[config.mk]
export PLATFORM = sky130hd
export DESIGN_NAME = decode_fwd_stage_flat
export DESIGN_NICKNAME = d
export VERILOG_FILES = /design/src/rtl/decode_fwd_stage_if.sv /design/src/rtl/decode_fwd_stage.sv /design/src/flat_wrapper.sv
export SDC_FILE = /design/constraint.sdc
export NUM_CORES = 1
export LEC_CHECK = 0
export CAP_MARGIN = 10
export CELL_PAD_IN_SITES_DETAIL_PLACEMENT = 0
export CELL_PAD_IN_SITES_GLOBAL_PLACEMENT = 1
export CORE_AREA = 2 2 247 249
export CTS_CLUSTER_SIZE = 8
export DETAILED_ROUTE_END_ITERATION = 8
export DIE_AREA = 0 0 249 251
export GPL_ROUTABILITY_DRIVEN = 1
export HOLD_SLACK_MARGIN = 0.12
export PLACE_DENSITY_LB_ADDON = 0.2
export SLEW_MARGIN = 30
export SYNTH_ARGS = -nofsm -noshare
export SYNTH_HDL_FRONTEND = slang
export SYNTH_SLANG_ARGS = --single-unit
[constraint.sdc]
create_clock -name clk -period 2.2 [get_ports clk]
set_input_delay 0.44 -clock clk [delete_from_list [all_inputs] [get_ports clk]]
set_output_delay 0.44 -clock clk [all_outputs]
set_load 0.01 [all_outputs]
[src/rtl/decode_fwd_stage_if.sv]
// ---------------------------------------------------------------------------
// decode_fwd_stage_if
//   Handshake bundle around the decode/operand-fetch stage: the fetch-side
//   input channel (in_*) and the execute-side output slot (out_*).
//
//   modport master : the decode stage itself. It accepts in_* and drives
//                    in_ready, and it drives the out_* slot while sampling
//                    out_ready.
//   modport slave  : the surrounding pipeline. Fetch drives in_*, and
//                    execute consumes out_* and drives out_ready.
// ---------------------------------------------------------------------------
interface decode_fwd_stage_if #(
  parameter int XLEN = 64
);
  // fetch -> decode
  logic            in_valid;
  logic            in_ready;
  logic [31:0]     in_instr;
  logic [XLEN-1:0] in_pc;
  // decode -> execute
  logic            out_valid;
  logic            out_ready;
  logic [31:0]     out_instr;
  logic [XLEN-1:0] out_pc;
  logic [4:0]      out_rs1;
  logic [4:0]      out_rs2;
  logic [4:0]      out_dst;
  logic [XLEN-1:0] out_srca;
  logic [XLEN-1:0] out_srcb;

  modport master (
    input  in_valid, in_instr, in_pc, out_ready,
    output in_ready, out_valid, out_instr, out_pc,
           out_rs1, out_rs2, out_dst, out_srca, out_srcb
  );

  modport slave (
    output in_valid, in_instr, in_pc, out_ready,
    input  in_ready, out_valid, out_instr, out_pc,
           out_rs1, out_rs2, out_dst, out_srca, out_srcb
  );
endinterface

[src/rtl/decode_fwd_stage.sv]
// ---------------------------------------------------------------------------
// decode_fwd_stage
//   Decode / operand-fetch stage. It captures a fetched instruction, reads
//   rs1/rs2 from the register file and resolves each operand against
//   NUM_FWD forwarding sources. Source 0 is the youngest and wins. The
//   resolved instruction is held in a registered output slot with a
//   valid/ready handshake. A load-use hazard (the winning source is still
//   pending) stalls the input. flush kills both the held and the incoming
//   instruction.
//
// Ports
//   clk, resetn   clock (rising edge), asynchronous active-low reset
//   bus           decode_fwd_stage_if.master : in_* / out_* handshake
//   ra1, ra2      register-file read addresses (combinational)
//   rd1, rd2      register-file read data (same cycle)
//   fwd_valid     per-source live destination write
//   fwd_dst       per-source destination register, 5 bits each
//   fwd_pending   per-source result not yet available
//   fwd_data      per-source result, XLEN bits each
//   flush         kill held and incoming instruction
//   hazard        load-use stall active this cycle (combinational)
//   stall_cnt     saturating count of hazard cycles
// ---------------------------------------------------------------------------
module decode_fwd_stage #(
  parameter int NUM_FWD = 2,
  parameter int XLEN    = 64
) (
  input  logic                    clk,
  input  logic                    resetn,
  decode_fwd_stage_if.master      bus,
  output logic [4:0]              ra1,
  output logic [4:0]              ra2,
  input  logic [XLEN-1:0]         rd1,
  input  logic [XLEN-1:0]         rd2,
  input  logic [NUM_FWD-1:0]      fwd_valid,
  input  logic [NUM_FWD*5-1:0]    fwd_dst,
  input  logic [NUM_FWD-1:0]      fwd_pending,
  input  logic [NUM_FWD*XLEN-1:0] fwd_data,
  input  logic                    flush,
  output logic                    hazard,
  output logic [15:0]             stall_cnt
);

  typedef struct packed {
    logic [XLEN-1:0] val;
    logic            blocked;
  } operand_t;

  // The priority pick comes first: the lowest matching index decides the
  // operand. Its pending bit then decides whether the operand is usable.
  // A pending young source therefore blocks even when an older source
  // holds the same register with a ready value.
  function automatic operand_t resolve(
    input logic [4:0]              rs,
    input logic [XLEN-1:0]         rf_data,
    input logic [NUM_FWD-1:0]      f_valid,
    input logic [NUM_FWD*5-1:0]    f_dst,
    input logic [NUM_FWD-1:0]      f_pending,
    input logic [NUM_FWD*XLEN-1:0] f_data
  );
    operand_t res;
    logic     hit;
    res.val     = rf_data;
    res.blocked = 1'b0;
    hit         = 1'b0;
    if (rs == 5'd0) begin
      // x0 is hard-wired to zero and never matches a forwarding source.
      res.val = '0;
    end else begin
      for (int j = 0; j < NUM_FWD; j++) begin
        if (!hit && f_valid[j] && (f_dst[j*5 +: 5] == rs)) begin
          hit         = 1'b1;
          res.val     = f_data[j*XLEN +: XLEN];
          res.blocked = f_pending[j];
        end
      end
    end
    return res;
  endfunction

  // Output slot state
  logic            valid_q,     valid_d;
  logic [31:0]     instr_q,     instr_d;
  logic [XLEN-1:0] pc_q,        pc_d;
  logic [XLEN-1:0] srca_q,      srca_d;
  logic [XLEN-1:0] srcb_q,      srcb_d;
  logic [15:0]     stall_cnt_q, stall_cnt_d;

  logic [4:0] rs1, rs2;
  operand_t   opa, opb;
  logic       in_ready;
  logic       capture;

  assign rs1 = bus.in_instr[19:15];
  assign rs2 = bus.in_instr[24:20];
  assign ra1 = rs1;
  assign ra2 = rs2;

  // Operand resolution and handshake
  always_comb begin
    opa      = resolve(rs1, rd1, fwd_valid, fwd_dst, fwd_pending, fwd_data);
    opb      = resolve(rs2, rd2, fwd_valid, fwd_dst, fwd_pending, fwd_data);
    hazard   = bus.in_valid && (opa.blocked || opb.blocked);
    // The slot is free when it is empty or being drained this cycle.
    in_ready = (!valid_q || bus.out_ready) && !hazard && !flush;
    capture  = bus.in_valid && in_ready;
  end

  assign bus.in_ready = in_ready;

  // Next-state logic
  always_comb begin
    // NOTE: every variable gets a default first, so no path leaves one
    // unassigned and no latch is inferred.
    valid_d     = valid_q;
    instr_d     = instr_q;
    pc_d        = pc_q;
    srca_d      = srca_q;
    srcb_d      = srcb_q;
    stall_cnt_d = stall_cnt_q;

    if (hazard && (stall_cnt_q != 16'hFFFF)) begin
      stall_cnt_d = stall_cnt_q + 16'd1;
    end

    // flush beats capture and hold. Stale data fields are harmless
    // because valid_q is cleared.
    if (flush) begin
      valid_d = 1'b0;
    end else if (capture) begin
      valid_d = 1'b1;
      instr_d = bus.in_instr;
      pc_d    = bus.in_pc;
      srca_d  = opa.val;
      srcb_d  = opb.val;
    end else if (bus.out_ready) begin
      valid_d = 1'b0;
    end
  end

  // State registers
  always_ff @(posedge clk or negedge resetn) begin
    if (!resetn) begin
      // NOTE: the data fields are reset as well as valid, because execute
      // must see an all-zero slot after reset. Drop this only for
      // registers whose contents are never observed while invalid.
      valid_q     <= 1'b0;
      instr_q     <= '0;
      pc_q        <= '0;
      srca_q      <= '0;
      srcb_q      <= '0;
      stall_cnt_q <= '0;
    end else begin
      // NOTE: non-blocking assignments, so that every flop samples its
      // pre-edge value regardless of statement order.
      valid_q     <= valid_d;
      instr_q     <= instr_d;
      pc_q        <= pc_d;
      srca_q      <= srca_d;
      srcb_q      <= srcb_d;
      stall_cnt_q <= stall_cnt_d;
    end
  end

  assign bus.out_valid = valid_q;
  assign bus.out_instr = instr_q;
  assign bus.out_pc    = pc_q;
  assign bus.out_rs1   = instr_q[19:15];
  assign bus.out_rs2   = instr_q[24:20];
  assign bus.out_dst   = instr_q[11:7];
  assign bus.out_srca  = srca_q;
  assign bus.out_srcb  = srcb_q;
  assign stall_cnt     = stall_cnt_q;

endmodule

[src/flat_wrapper.sv]
// flat-port wrapper written by rule: the top's interface ports become plain ports
module decode_fwd_stage_flat 
#(
  parameter int NUM_FWD = 2,
  parameter int XLEN    = 64
)
  (clk, resetn, ra1, ra2, rd1, rd2, fwd_valid, fwd_dst, fwd_pending, fwd_data, flush, hazard, stall_cnt, bus_in_valid, bus_in_instr, bus_in_pc, bus_out_ready, bus_in_ready, bus_out_valid, bus_out_instr, bus_out_pc, bus_out_rs1, bus_out_rs2, bus_out_dst, bus_out_srca, bus_out_srcb);
  decode_fwd_stage_if #(.XLEN(XLEN)) bus_i ();
  input  logic clk;
  input  logic resetn;
  output logic [4:0] ra1;
  output logic [4:0] ra2;
  input  logic [XLEN-1:0] rd1;
  input  logic [XLEN-1:0] rd2;
  input  logic [NUM_FWD-1:0] fwd_valid;
  input  logic [NUM_FWD*5-1:0] fwd_dst;
  input  logic [NUM_FWD-1:0] fwd_pending;
  input  logic [NUM_FWD*XLEN-1:0] fwd_data;
  input  logic flush;
  output logic hazard;
  output logic [15:0] stall_cnt;
  input wire logic [$bits(bus_i.in_valid)-1:0] bus_in_valid;
  input wire logic [$bits(bus_i.in_instr)-1:0] bus_in_instr;
  input wire logic [$bits(bus_i.in_pc)-1:0] bus_in_pc;
  input wire logic [$bits(bus_i.out_ready)-1:0] bus_out_ready;
  output wire logic [$bits(bus_i.in_ready)-1:0] bus_in_ready;
  output wire logic [$bits(bus_i.out_valid)-1:0] bus_out_valid;
  output wire logic [$bits(bus_i.out_instr)-1:0] bus_out_instr;
  output wire logic [$bits(bus_i.out_pc)-1:0] bus_out_pc;
  output wire logic [$bits(bus_i.out_rs1)-1:0] bus_out_rs1;
  output wire logic [$bits(bus_i.out_rs2)-1:0] bus_out_rs2;
  output wire logic [$bits(bus_i.out_dst)-1:0] bus_out_dst;
  output wire logic [$bits(bus_i.out_srca)-1:0] bus_out_srca;
  output wire logic [$bits(bus_i.out_srcb)-1:0] bus_out_srcb;
  assign bus_i.in_valid = bus_in_valid;
  assign bus_i.in_instr = bus_in_instr;
  assign bus_i.in_pc = bus_in_pc;
  assign bus_i.out_ready = bus_out_ready;
  assign bus_in_ready = bus_i.in_ready;
  assign bus_out_valid = bus_i.out_valid;
  assign bus_out_instr = bus_i.out_instr;
  assign bus_out_pc = bus_i.out_pc;
  assign bus_out_rs1 = bus_i.out_rs1;
  assign bus_out_rs2 = bus_i.out_rs2;
  assign bus_out_dst = bus_i.out_dst;
  assign bus_out_srca = bus_i.out_srca;
  assign bus_out_srcb = bus_i.out_srcb;
  decode_fwd_stage #(.NUM_FWD(NUM_FWD), .XLEN(XLEN)) u_core (.clk(clk), .resetn(resetn), .bus(bus_i), .ra1(ra1), .ra2(ra2), .rd1(rd1), .rd2(rd2), .fwd_valid(fwd_valid), .fwd_dst(fwd_dst), .fwd_pending(fwd_pending), .fwd_data(fwd_data), .flush(flush), .hazard(hazard), .stall_cnt(stall_cnt));
endmodule
==> impl_metrics.yaml <==
pwr:
  power_density_nw_per_um2: 702
  pwr-share-clk: 0.311
  p_leak_nw: 9.91
  vdd_drop_max_mv: 0.499
  sw_frac_of_total: 0.293
  internal_power_w: 0.0116
  p_sw_w: 0.00481
  seq_power_share: 0.350
  comb_power_share: 0.339
worst_setup_path:
  start_kind: "input port"
  worst-path-buf-inv: 4
  end_kind: "output pin"
  crit_chain: "buf_8, xor2_2, nor4_2, buf_4, nand3_4, mux2i_4, o22ai_2, and2_4, buf_6, buf_6"
  path_delay_family: "simple AND/OR/NAND/NOR gates"
  crit_fanout: 2
  slowest_stage: "nor4_2"
  crit_top_cell: "buf_6"
  crit_path_max_incr_delay_ns: 0.30
  cp.arrival_ns: 2.06
  path_class: "input port to output pin"
  worstPathRequired_ns: 1.76
die:
  fp.coreArea_um2: 59800
  die_h_um: 251
  start_util: 0.209
  die_x_um: 249
  die_area_um2: 62500
  ios: 639
  rows: 90
grt:
  antenna_found_initial: 10
  grt_max_degree: 77
  grt-ovfl-total: 0
  grt_first_pass_wirelength_mm: 81.4
  grt_pass1_vias: 12400
  gr-usage-all-layers: 0.174
final_layout:
  fin_nets: 2296
  ff_latch_area_um2: 6030
  drive_above_1_share: 0.225
  fill_cells: 5903
  layout_commonest_cell: "clkdlybuf4s50_1"
  multi_input_area_um2: 6460
  mostFrequentLayoutCells: "clkdlybuf4s50_1, nand2_1, dfrtp_1"
  area_delta_synth_final_pct: 87.6
synth:
  seq_area_frac_synth: 0.484
  synth_area_um2: 12500
  yosysWarnings: 0
  syn_nets: 1565
  synthCells: 1193
  ys_types: 30
  ys_ff_latch: 241
  syn_avg_cell_area_um2: 10.5
place:
  io_buffers: 638
  dpl.hpwl_mm: 43.1
  finalWeightedCongestion: 0.822
timing:
  setup_viol: 222
  tns_ns: -35.61
  grt_setup_unrepaired: "true"
  setup_ws_ns: -0.298
  relSlewSlack: 0.298
  hold_viol: 0
  fmax_mhz: 400
  skew_ns: 0.00777
  finalCriticalPeriod_ns: 2.50
  tightestPinTransition_ns: 1.05
  whs_ns: 0.297
  slew_viol_final: 0
  fin_crit_sh: 1.14
clock_tree:
  path_clk_slew_ns: 0.05
  tritoncts: "built"
  cts_num_sinks: 241
  cts-root-buf: "clkbuf_16"
  h-tree-depth: 2
  cts_inserted_buffers: 36
  clockBufferDepth: 3
  clk_latency_ns: 0.53
route:
  drc: 0
  routed_via_density: 4.40
  ant_nets: 0
  dr_total_vias: 12000
  drt_iter0_markers: 453
  drtPass1Iterations: 4
  routed_wl_mm: 61.6
  wl_per_cell_um: 22.6
outcome:
  violations: "negative setup slack"
  status: "complete, but fails checks"
min_path:
  hold_class: "input port to register"
run:
  drv_cap: 0
worst reg2reg max path: cells and delay by family, from the launching register on:
family / cells / cell delay, ns
DFF: 1 / 0.37
AOI/OAI and AO/OA: 2 / 0.36
and+or+nand+nor: 3 / 0.42
buffers and inverters: 6 / 0.91
per-stage QoR:
| stage | instance area [um^2] | setup WS [ns] | utilization | total power [W] | cells |
|---|---|---|---|---|---|
| finish | 23400 | -0.298 | 0.391 | 0.0164 | 2720 |
| detailed placement | 20300 | -1.17 | 0.339 | 0.0107 | 2595 |
| global route | 23400 | -0.394 | 0.391 | 0.0172 | 2716 |
| floorplan | 12500 | -0.0155 | - | 0.00745 | 1193 |
| global placement | 20300 | -1.19 | 0.339 | 0.0107 | 2595 |
| CTS | 21300 | -0.285 | 0.356 | 0.0160 | 2646 |
kinds of logic (layout without fill, tap and decap cells):
group | Yosys count | in the layout | synth area share
flops | 241 | 241 | 0.484
other cells | 0 | 7 | 0
simple gates | 308 | 308 | 0.101
buf+inv | 121 | 859 | 0.0504
fa+ha+maj | 1 | 1 | 0.00100
compound gates | 260 | 260 | 0.147
xor+xnor | 35 | 35 | 0.0246
mux | 227 | 227 | 0.192
power by group through the flow:
stage / registers [W] / logic (W) / clock network, W
after CTS: 0.00572 / 0.00497 / 0.00532
after detailed placement: 0.00578 / 0.00494 / 0
after global placement: 0.00575 / 0.00493 / 0
final: 0.00574 / 0.00557 / 0.00510
after floorplan: 0.00609 / 0.00136 / 0
after global routing: 0.00584 / 0.00592 / 0.00549
Yosys cell counts:
library cell  number  area (um^2)
o22ai_1            1         6.26
nor2_1             4         15.0
nand4_1            8         50.1
xor2_1             8         70.1
clkbuf_1          37          139
nand3_1           13         65.1
mux2i_1          130         1300
o31ai_2           41          513
nor2b_1            2         12.5
nand4b_1           1         8.76
nand2_1          258          968
and4_1             2         17.5
buf_2             34          170
and3_1            10         62.6
o221ai_1           1         8.76
nor4_1             2         12.5
o21ai_0          129          646
xnor2_1           27          236
nand2b_1           1         6.26
o31ai_1           87          653
buf_4             25          188
and2_1             3         18.8
or4_1              2         15.0
dfrtp_1          241         6030
mux2_2            97         1090
ha_1               1         12.5
a21boi_1           1         7.51
buf_6              5         56.3
buf_1             20         75.1
nor2_2             2         12.5
per-layer routing:
layer / vias up / track usage / part of all wire / routed length (um)
li1: 5677 / - / - / -
met1: 5869 / 0.204 / 0.42 / 25700
met2: 346 / 0.306 / 0.50 / 30700
met3: 69 / 0.0530 / 0.065 / 4030
met4: 4 / 0.0452 / 0.019 / 1180
met5: - / 0 / 0.00044 / 27
flip-flops by register name, summed over array words and instances (netlist names):
| register | cells |
|---|---|
| u_core.bus.out_pc | 64 |
| u_core.bus.out_srca | 64 |
| u_core.bus.out_srcb | 64 |
| u_core.bus.out_instr | 32 |
| u_core.stall_cnt | 16 |
| u_core.bus.out_valid | 1 |
what timing repair did:
| action | CTS | global route |
|---|---|---|
| endpoints found under the hold margin | 36 | 0 |
| cloned | 0 | 43 |
| endpoints found under the setup margin | 229 | 201 |
| pin swaps | 9 | 7 |
| buffers inserted | 5 | 24 |
| resized for setup | 80 | 220 |
| hold buffers | 1 | 0 |
worst paths after layout:
| check | start | to | slack [ns] | cells past startpoint |
|---|---|---|---|---|
| worst max-delay path | bus_in_instr[22] | hazard | -0.30 | 10 |
| worst min-delay path | bus_in_instr[22] | u_core.bus.out_instr[22] | 0.30 | 3 |
| worst max register to register | u_core.bus.out_valid | u_core.bus.out_srca[46] | 0 | 11 |
| worst min register to register | u_core.bus.out_srca[1] | u_core.bus.out_srca[1] | 0.47 | 2 |
| max in group asynchronous | resetn | u_core.bus.out_pc[53] | 1.04 | 3 |
| min in group asynchronous | resetn | u_core.stall_cnt[3] | 0.44 | 2 |
area by class of cell:
type | count | share of cell area
Multi-Input combinational cell | 831 | 0.276
Clock inverter | 2 | 0.000749
Tap cell | 782 | 0.0418
Sequential cell | 241 | 0.258
Antenna cell | 7 | 0.000749
Timing Repair Buffer | 814 | 0.382
Clock buffer | 43 | 0.0410
(Power assumes the default switching activity.)
